**src/rtl/hazard_pkg.sv**
```systemverilog
// Shared types and constants for the pipeline hazard sequencer.
//   state_t : sequencer states
//   REG_X0  : architectural zero register, never a real dependency
//   ctrl_t  : bundle of pipeline control strobes driven by the sequencer
package hazard_pkg;

    typedef enum logic [1:0] {
        RUN     = 2'd0,
        MC_WAIT = 2'd1,
        DRAIN   = 2'd2,
        HALTED  = 2'd3
    } state_t;

    localparam logic [4:0] REG_X0 = 5'd0;

    typedef struct packed {
        logic pc_write;
        logic if_id_write;
        logic if_id_flush;
        logic id_ex_write;
        logic id_ex_bubble;
        logic ex_mem_bubble;
        logic mc_start;
    } ctrl_t;

    // Free-running pipeline: everything advances, nothing squashed.
    localparam ctrl_t CTRL_RUN = 7'b1101000;
    // Held in reset: nothing advances, both downstream registers take NOPs.
    localparam ctrl_t CTRL_RST = 7'b0000110;

endpackage

```
**src/rtl/load_use_detect.sv**
```systemverilog
// Load-use hazard detector: flags an ID instruction that reads the destination
// of a load currently in EX. Forwarding cannot cover this case because the
// load data only exists after MEM.
// Ports:
//   rs1_ID, rs2_ID, use_rs1_ID, use_rs2_ID : ID source operands and usage
//   rd_EX, mem_read_EX                     : EX destination and load flag
//   load_use                               : one-cycle stall required
module load_use_detect
    import hazard_pkg::*;
(
    input  logic [4:0] rs1_ID,
    input  logic [4:0] rs2_ID,
    input  logic       use_rs1_ID,
    input  logic       use_rs2_ID,
    input  logic [4:0] rd_EX,
    input  logic       mem_read_EX,
    output logic       load_use
);

    logic hit_rs1;
    logic hit_rs2;

    assign hit_rs1  = use_rs1_ID && (rs1_ID == rd_EX);
    assign hit_rs2  = use_rs2_ID && (rs2_ID == rd_EX);
    // A load to x0 is discarded, so nothing actually depends on it.
    assign load_use = mem_read_EX && (rd_EX != REG_X0) && (hit_rs1 || hit_rs2);

endmodule

```
**src/rtl/hazard_control_unit.sv**
```systemverilog
// Pipeline sequencer for the 5-stage core. Each cycle decides whether the PC
// and pipeline registers advance, hold, or take a bubble, covering load-use
// stalls, EX mispredict flushes, multi-cycle EX ops and halt drain.
// Ports:
//   clk, reset_n                 : clock, async active-low reset
//   rs1/rs2/use_rs1/use_rs2_ID   : ID operand usage
//   halt_ID                      : ID instruction is ecall/halt
//   rd_EX, mem_read_EX           : EX load destination
//   mc_op_EX, mc_done            : multi-cycle op in EX / unit result pulse
//   mispredict_EX                : EX branch resolved against prediction
//   pc_write .. mc_start         : pipeline control strobes
//   is_halted                    : registered, sticky until reset
module hazard_control_unit
    import hazard_pkg::*;
#(
    parameter int DRAIN_CYCLES = 4,
    parameter int CNT_W        = $clog2(DRAIN_CYCLES + 1)
) (
    input  logic       clk,
    input  logic       reset_n,
    input  logic [4:0] rs1_ID,
    input  logic [4:0] rs2_ID,
    input  logic       use_rs1_ID,
    input  logic       use_rs2_ID,
    input  logic       halt_ID,
    input  logic [4:0] rd_EX,
    input  logic       mem_read_EX,
    input  logic       mc_op_EX,
    input  logic       mc_done,
    input  logic       mispredict_EX,
    output logic       pc_write,
    output logic       if_id_write,
    output logic       if_id_flush,
    output logic       id_ex_write,
    output logic       id_ex_bubble,
    output logic       ex_mem_bubble,
    output logic       mc_start,
    output logic       is_halted
);

    localparam logic [CNT_W-1:0] DRAIN_LOAD = CNT_W'(DRAIN_CYCLES - 1);

    state_t           state_q, state_d;
    logic [CNT_W-1:0] cnt_q, cnt_d;
    logic             halted_q;
    logic             load_use;
    ctrl_t            ctrl;

    load_use_detect u_lud (
        .rs1_ID      (rs1_ID),
        .rs2_ID      (rs2_ID),
        .use_rs1_ID  (use_rs1_ID),
        .use_rs2_ID  (use_rs2_ID),
        .rd_EX       (rd_EX),
        .mem_read_EX (mem_read_EX),
        .load_use    (load_use)
    );

    // State register, drain counter and sticky halt flag.
    always_ff @(posedge clk or negedge reset_n) begin
        if (!reset_n) begin
            state_q  <= RUN;
            cnt_q    <= '0;
            halted_q <= 1'b0;
        end else begin
            state_q  <= state_d;
            cnt_q    <= cnt_d;
            // Set on entry so it is visible in the first HALTED cycle.
            halted_q <= halted_q | (state_d == HALTED);
        end
    end

    // Next-state logic. Mispredict and load-use never change state; the
    // mispredict check must come first so a flushed halt/mc op is not acted on.
    always_comb begin
        state_d = state_q;
        cnt_d   = cnt_q;
        unique case (state_q)
            RUN: begin
                if (mispredict_EX) begin
                    state_d = RUN;
                end else if (mc_op_EX) begin
                    state_d = MC_WAIT;
                end else if (load_use) begin
                    state_d = RUN;
                end else if (halt_ID) begin
                    state_d = DRAIN;
                    cnt_d   = DRAIN_LOAD;
                end
            end
            MC_WAIT: begin
                if (mc_done) state_d = RUN;
            end
            DRAIN: begin
                if (cnt_q == '0) state_d = HALTED;
                else             cnt_d   = cnt_q - 1'b1;
            end
            HALTED: state_d = HALTED;
            default: state_d = RUN;
        endcase
    end

    // Output decode.
    always_comb begin
        ctrl = CTRL_RUN;
        unique case (state_q)
            RUN: begin
                if (mispredict_EX) begin
                    // PC takes the redirect; wrong-path IF and ID are squashed.
                    ctrl.if_id_flush  = 1'b1;
                    ctrl.id_ex_bubble = 1'b1;
                end else if (mc_op_EX) begin
                    ctrl.pc_write      = 1'b0;
                    ctrl.if_id_write   = 1'b0;
                    ctrl.id_ex_write   = 1'b0;
                    ctrl.ex_mem_bubble = 1'b1;
                    ctrl.mc_start      = 1'b1;
                end else if (load_use) begin
                    ctrl.pc_write     = 1'b0;
                    ctrl.if_id_write  = 1'b0;
                    ctrl.id_ex_bubble = 1'b1;
                end
                // Halt acceptance: the halt instr advances normally.
            end
            MC_WAIT: begin
                // On mc_done everything advances and the result lands in EX/MEM.
                if (!mc_done) begin
                    ctrl.pc_write      = 1'b0;
                    ctrl.if_id_write   = 1'b0;
                    ctrl.id_ex_write   = 1'b0;
                    ctrl.ex_mem_bubble = 1'b1;
                end
            end
            DRAIN: begin
                ctrl.pc_write     = 1'b0;
                ctrl.if_id_write  = 1'b0;
                ctrl.id_ex_bubble = 1'b1;
            end
            HALTED: begin
                ctrl.pc_write      = 1'b0;
                ctrl.if_id_write   = 1'b0;
                ctrl.id_ex_bubble  = 1'b1;
                ctrl.ex_mem_bubble = 1'b1;
            end
            default: ctrl = CTRL_RUN;
        endcase
        // Reset overrides immediately, before the next clock edge.
        if (!reset_n) ctrl = CTRL_RST;
    end

    assign pc_write      = ctrl.pc_write;
    assign if_id_write   = ctrl.if_id_write;
    assign if_id_flush   = ctrl.if_id_flush;
    assign id_ex_write   = ctrl.id_ex_write;
    assign id_ex_bubble  = ctrl.id_ex_bubble;
    assign ex_mem_bubble = ctrl.ex_mem_bubble;
    assign mc_start      = ctrl.mc_start;
    assign is_halted     = halted_q;

endmodule

```
**config.mk**
```make
export PLATFORM = sky130hd
export DESIGN_NAME = hazard_control_unit
export DESIGN_NICKNAME = d
export VERILOG_FILES = /design/src/rtl/hazard_pkg.sv /design/src/rtl/load_use_detect.sv /design/src/rtl/hazard_control_unit.sv
export SDC_FILE = /design/constraint.sdc
export NUM_CORES = 1
export LEC_CHECK = 0
export ABC_CLOCK_PERIOD_IN_PS = 1450
export CAP_MARGIN = 20
export CORE_MARGIN = 2
export CORE_UTILIZATION = 32
export CTS_CLUSTER_DIAMETER = 40
export DETAILED_ROUTE_END_ITERATION = 16
export PLACE_DENSITY = 0.73
export SLEW_MARGIN = 10
export SYNTH_ARGS = -nofsm -noshare
export SYNTH_HDL_FRONTEND = slang
export SYNTH_HIERARCHICAL = 1
export SYNTH_SLANG_ARGS = --single-unit
export TNS_END_PERCENT = 50
```
**constraint.sdc**
```tcl
create_clock -name clk -period 1.45 [get_ports clk]
set_input_delay 0.145 -clock clk [delete_from_list [all_inputs] [get_ports clk]]
set_output_delay 0.145 -clock clk [all_outputs]
set_load 0.03 [all_outputs]
```
# Word level (Yosys, flattened, before mapping)
# Index checks and enable logic that the tools add are counted.
[totals]
reg_bits = 6
inputBits = 24
output_inout_bits = 8
elab_cells = 61
[classes]
addsub = 1
eq_ne = 11
n_mux = 34
bitwise = 1
n_reduce_logical = 11
[ops]
columns = ["op", "count"]
rows = [
  ["two-way mux 2 bit", 12],
  ["two-way mux 3 bit", 5],
  ["equality test 5 bit", 2],
  ["two-way mux 1 bit", 10],
  ["inequality test 2 bit (second input constant)", 5],
  ["one-hot mux 2 bit (4 select lines)", 1],
  ["two-way mux 7 bit", 1],
  ["equality test 2 bit (second input constant)", 3],
  ["one-hot mux 2 bit (3 select lines)", 1],
  ["one-hot mux 3 bit (2 select lines)", 1],
  ["AND reduction 6 bit", 1],
  ["nonzero test 5 bit", 1],
  ["logical AND 1 bit", 4],
  ["one-hot mux 1 bit (2 select lines)", 2],
  ["logical NOT 3 bit", 1],
  ["one-hot mux 1 bit (3 select lines)", 1],
  ["subtractor 3 x 1 -> 3 bit (second input constant)", 1],
  ["equality test 2 x 1 -> 1 bit (second input constant)", 1],
  ["logical NOT 2 bit", 1],
  ["nonzero test 2 bit", 1],
  ["OR reduction 2 bit", 1],
  ["logical OR 1 bit", 1],
  ["bitwise OR 1 bit", 1],
]

# Depth between registers and ports, before layout
[depth]
word_depth = 10
depth_mapped = 8
mapped_depth_nobuf = 7

# Cells and area by module
# The synthesis kept the hierarchy.
[by_module_without_submodules]
columns = ["mod", "n_inst", "cells_per_inst", "area_each_um2", "seq_area_each_um2"]
rows = [
  ["hazard_control_unit", 1, 45, 389.1, 150.1],
  ["load_use_detect", 1, 17, 133.9, 0.0],
]

# Worst setup path before layout
# No wires, ideal clock.
[synth_timing]
path_kind = "input port to output port"
startpoint = "input rd_EX[1]"
endpoint = "output pc_write"
arrival_time_ns = 1.992
t_required_ns = 1.305
slack_ns = -0.687
stages = 7
path_buffers = 1
path_cell_list = "or4_1 -> o21ai_1 -> a21oi_1 -> nor2_1 -> nor3_1 -> nor3_1 -> buf_4"
[synth_via]
elab_chain_cells = 9
elab_cells_between_ends = 13
classes_between = "eq/ne (2); mux (5); reduce/logical (6)"
[synth_rtl]
columns = ["element", "line", "rtl"]
rows = [
  ["start, declared", "hazard_control_unit.sv:26", "input logic [4:0] rd_EX,"],
  ["equality test 5 bit (on tied branches)", "load_use_detect.sv:23, load_use_detect.sv:24", ""],
  ["logical AND 1 bit (on tied branches)", "load_use_detect.sv:23, load_use_detect.sv:24", ""],
  ["logical OR 1 bit", "load_use_detect.sv:26", "assign load_use = mem_read_EX && (rd_EX != REG_X0) && (hit_rs1 || hit_rs2);"],
  ["logical AND 1 bit *", "load_use_detect.sv:26", ""],
  ["net load_use", "hazard_control_unit.sv:46", "logic load_use;"],
  ["two-way mux 2 bit *", "hazard_control_unit.sv:118", "end else if (load_use) begin"],
  ["two-way mux 2 bit *", "hazard_control_unit.sv:112", "end else if (mc_op_EX) begin"],
  ["two-way mux 2 bit *", "hazard_control_unit.sv:108", "if (mispredict_EX) begin"],
  ["one-hot mux 2 bit (3 select lines) *", "hazard_control_unit.sv:106", "unique case (state_q)"],
  ["two-way mux 7 bit *", "hazard_control_unit.sv:148", "if (!reset_n) ctrl = CTRL_RST;"],
  ["end, declared", "hazard_control_unit.sv:31", "output logic pc_write,"],
]
# Mark *: on every way through the listed nets, which the timed path passes. The rest lies on a longest branch.

# Worst setup path after layout
[layout_timing]
startpoint = "input rd_EX[1]"
endpoint = "output id_ex_bubble"
[layout_via]
elab_chain_cells = 9
elab_cells_between_ends = 13
classes_between = "eq/ne (2); mux (5); reduce/logical (6)"
[layout_rtl]
columns = ["element", "line", "rtl"]
rows = [
  ["equality test 5 bit (on tied branches)", "load_use_detect.sv:23, load_use_detect.sv:24", ""],
  ["logical AND 1 bit (on tied branches)", "load_use_detect.sv:23, load_use_detect.sv:24", ""],
  ["logical OR 1 bit", "load_use_detect.sv:26", ""],
  ["logical AND 1 bit *", "load_use_detect.sv:26", ""],
  ["net load_use", "hazard_control_unit.sv:46", ""],
  ["two-way mux 1 bit *", "hazard_control_unit.sv:118", ""],
  ["two-way mux 1 bit *", "hazard_control_unit.sv:112", ""],
  ["two-way mux 1 bit *", "hazard_control_unit.sv:108", ""],
  ["one-hot mux 1 bit (2 select lines) *", "hazard_control_unit.sv:106", ""],
  ["two-way mux 7 bit *", "hazard_control_unit.sv:148", ""],
  ["end, declared", "hazard_control_unit.sv:35", "output logic id_ex_bubble,"],
]
# Marked as above.

==> flow_summary.toml <==
[clock_network]
clock_latency_ps = 260
root_buffer = "clkbuf_4"
htreeDepth = 1
clock_sinks = 6
path_clk_slew_ps = 50
cts_tree = "yes"
cts-buffers-inserted = 3
cts_hold_buffers = 0
clockBufferDepth = 2

[place]
place_congestion = 0.8877
dp_hpwl_um = 1130
place_area_um2 = 903.4
dp_cells = 117
place_ws_ps = -705.5
port_buffers = 31

[global_routing]
grt_pass1_vias = 607
globalRouteOverflowTotal = 0
track_usage_pct = 17.19
grt_start_max_net_pins = 9
antenna_found_initial = 0
grt_pass1_wl_um = 2449

[yosys]
seq_area_frac_synth_pct = 28.71
muxShareOfSynthArea_pct = 0
avgSynthCellArea_um2 = 8.436
ys_ff_latch = 6
syn_nets = 88
synth_cells = 62
yosys_warnings = 6
synth_top_family_by_area = "simple AND/OR/NAND/NOR gates"
ys_types = 28
synth-xor-area-share_pct = 16.75
synth_compound_area_share_pct = 13.88
syn_area_um2 = 523.0
synth-adder-area-share_pct = 4.785
synthSimpleGateAreaFrac_pct = 27.99

[hold_path]
hold_path.class = "in -> async"

[timing]
fin_crit_ps = 1689
tightest_slew_ps = 316.9
max_freq_mhz = 592.1
setup_violations = 6
skew_ps = 6.888
period_share_pct = 116.5
finalHoldViolCount = 0
relSlewSlack_pct = 78.85
grt_setup_unrepaired = "yes"
worst_hold_slack_ps = 274.9
fin_ws_ps = -238.9
finalMaxSlewViolations = 0

[final_layout]
regArea_um2 = 151.4
final_common_cell = "buf_4"
fin_cells = 124
fin_area_um2 = 1018
layout-drive-gt1-share_pct = 48.15
nFillCells = 126
area_growth_pct = 94.74
num-nets-final = 136
antenna_cells = 0
mostFrequentLayoutCells = "19 x buf_4, 10 x clkdlybuf4s50_1, 8 x xor2_1"
multi_input_area_um2 = 412.9
fin_util_pct = 66.83

[floorplan]
row_count = 14
die_area_um2 = 1974
start_util_pct = 34.32
design.core.area_um2 = 1524
die_w_um = 44.43
io_pins = 32
fp.dieH_um = 44.43

[route]
first_pass_iters = 4
drc = 0
dr_total_vias = 599
avgRoutedWirePerCell_um = 12.46
vias_per_cell = 4.831
drt_iter0_drc = 5
ant_nets = 0
routed_wl_um = 1545

[pwr]
pwr-share-comb_pct = 29.0
swShare_pct = 26.73
p_clk_share_pct = 35.2
p_int_uw = 343.5
ir_worst_vdd_mv = 0.3301
power_switching_uw = 125.3
powerDensity_nw_per_um2 = 460.3
power_frac_seq_pct = 35.8
leakage_uw = 0.0004604

[worst_setup_path]
cp_cell_sequence = "buf_6, xor2_1, nor4_1, nand3_1, a21oi_2, buf_4, a21oi_2, o21bai_1, buf_4"
end_kind = "primary output"
reg2reg_setup_slack_ps = 20
startpoint_type = "input pin"
path_buf_inv = 3
crit_type = "in -> out"
critPathMaxFanout = 3
crit_arrival_ps = 1540
critical_path_required_ps = 1310
crit_path_max_incr_delay_ps = 330
critical_path.slowest_cell = "nor4_1"
crit_family = "simple AND/OR/NAND/NOR gates"

[run_status]
outcome = "finished with violations"
violations = "negative setup slack"

[run]
drv_cap = 0
-- power groups by stage --
stage | clock [µW] | sequential, µW | combinational (µW)
3_5_place_dp | 0 | 170 | 131
5_1_grt | 177 | 168 | 147
6_report | 165 | 168 | 136
3_3_place_gp | 0 | 170 | 130
2_1_floorplan | 0 | 171 | 36.3
4_1_cts | 167 | 168 | 134
-- registers in the layout, summed over array words and instances (netlist names) --
name / cells
cnt_q: 3
state_q: 2
is_halted: 1
-- synth_stat cells --
library cell | instances | area share, %
a21oi_1 | 5 | 4.8
a22o_1 | 1 | 1.7
a22oi_1 | 1 | 1.4
and2_2 | 1 | 1.4
buf_4 | 1 | 1.4
buf_6 | 1 | 2.2
dfrtp_1 | 6 | 29
ha_1 | 2 | 4.8
inv_1 | 6 | 4.3
nand2_1 | 4 | 2.9
nand2b_1 | 1 | 1.2
nand3_1 | 2 | 1.9
nand4_1 | 1 | 1.2
nor2_1 | 5 | 3.6
nor2b_1 | 1 | 1.2
nor3_1 | 2 | 1.9
nor3b_1 | 2 | 2.9
nor3b_4 | 1 | 3.6
nor4_1 | 2 | 2.4
nor4_2 | 1 | 2.4
o21a_1 | 1 | 1.4
o21ai_0 | 1 | 0.96
o21ai_1 | 1 | 0.96
o21bai_1 | 1 | 1.4
o22ai_1 | 1 | 1.2
or4_1 | 1 | 1.4
xnor2_1 | 2 | 3.3
xor2_1 | 8 | 13
-- logic make-up (layout without fill, tap and decap cells) --
| group | after synthesis | after routing |
|---|---|---|
| AND/OR/NAND/NOR | 24 | 24 |
| AO/OA/AOI/OAI | 12 | 12 |
| XOR/XNOR | 10 | 10 |
| buffers and inverters | 8 | 54 |
| flip-flops | 6 | 6 |
| adder cells (fa/ha/maj) | 2 | 2 |
-- area by class of cell --
class / instances / area share (%)
inverters: 6 / 2.211
well taps: 16 / 1.966
multi-input cells: 48 / 40.54
repair buffers: 45 / 38.21
clock buffers: 3 / 2.211
flip-flops and latches: 6 / 14.86
-- path summary, 6_finish.rpt --
| check | startpoint | to | depth (start not counted) |
|---|---|---|---|
| max in group asynchronous | reset_n | state_q[1] | 2 |
| worst min-delay path | reset_n | state_q[0] | 2 |
| worst max register to register | cnt_q[0] | cnt_q[2] | 6 |
| worst max-delay path | rd_EX[1] | id_ex_bubble | 9 |
| min in group clk | is_halted | is_halted | 1 |
| worst min register to register | is_halted | is_halted | 1 |
-- routing by layer --
layer / up-vias / GRT usage (%) / share of wire (%)
met5: - / 0 / 0
met4: 0 / 6.061 / 4.0
li1: 308 / - / -
met1: 265 / 19.19 / 39
met2: 17 / 30.00 / 52
met3: 9 / 6.122 / 4.5
-- repair_timing --
action | 4_1_cts | 5_1_grt
setup buffers | 5 | 4
endpoints found under the setup margin | 10 | 12
gates resized for setup | 56 | 14
pin swaps | 20 | 20
-- through the flow --
stage	setup TNS (ps)	total power [µW]
after global routing	-1187	491.6
final	-665.1	468.8
after global placement	-3643	300.5
after floorplan	-632.7	206.9
after detailed placement	-4084	301.3
after CTS	-899.4	469.4
(Power assumes the default switching activity.)
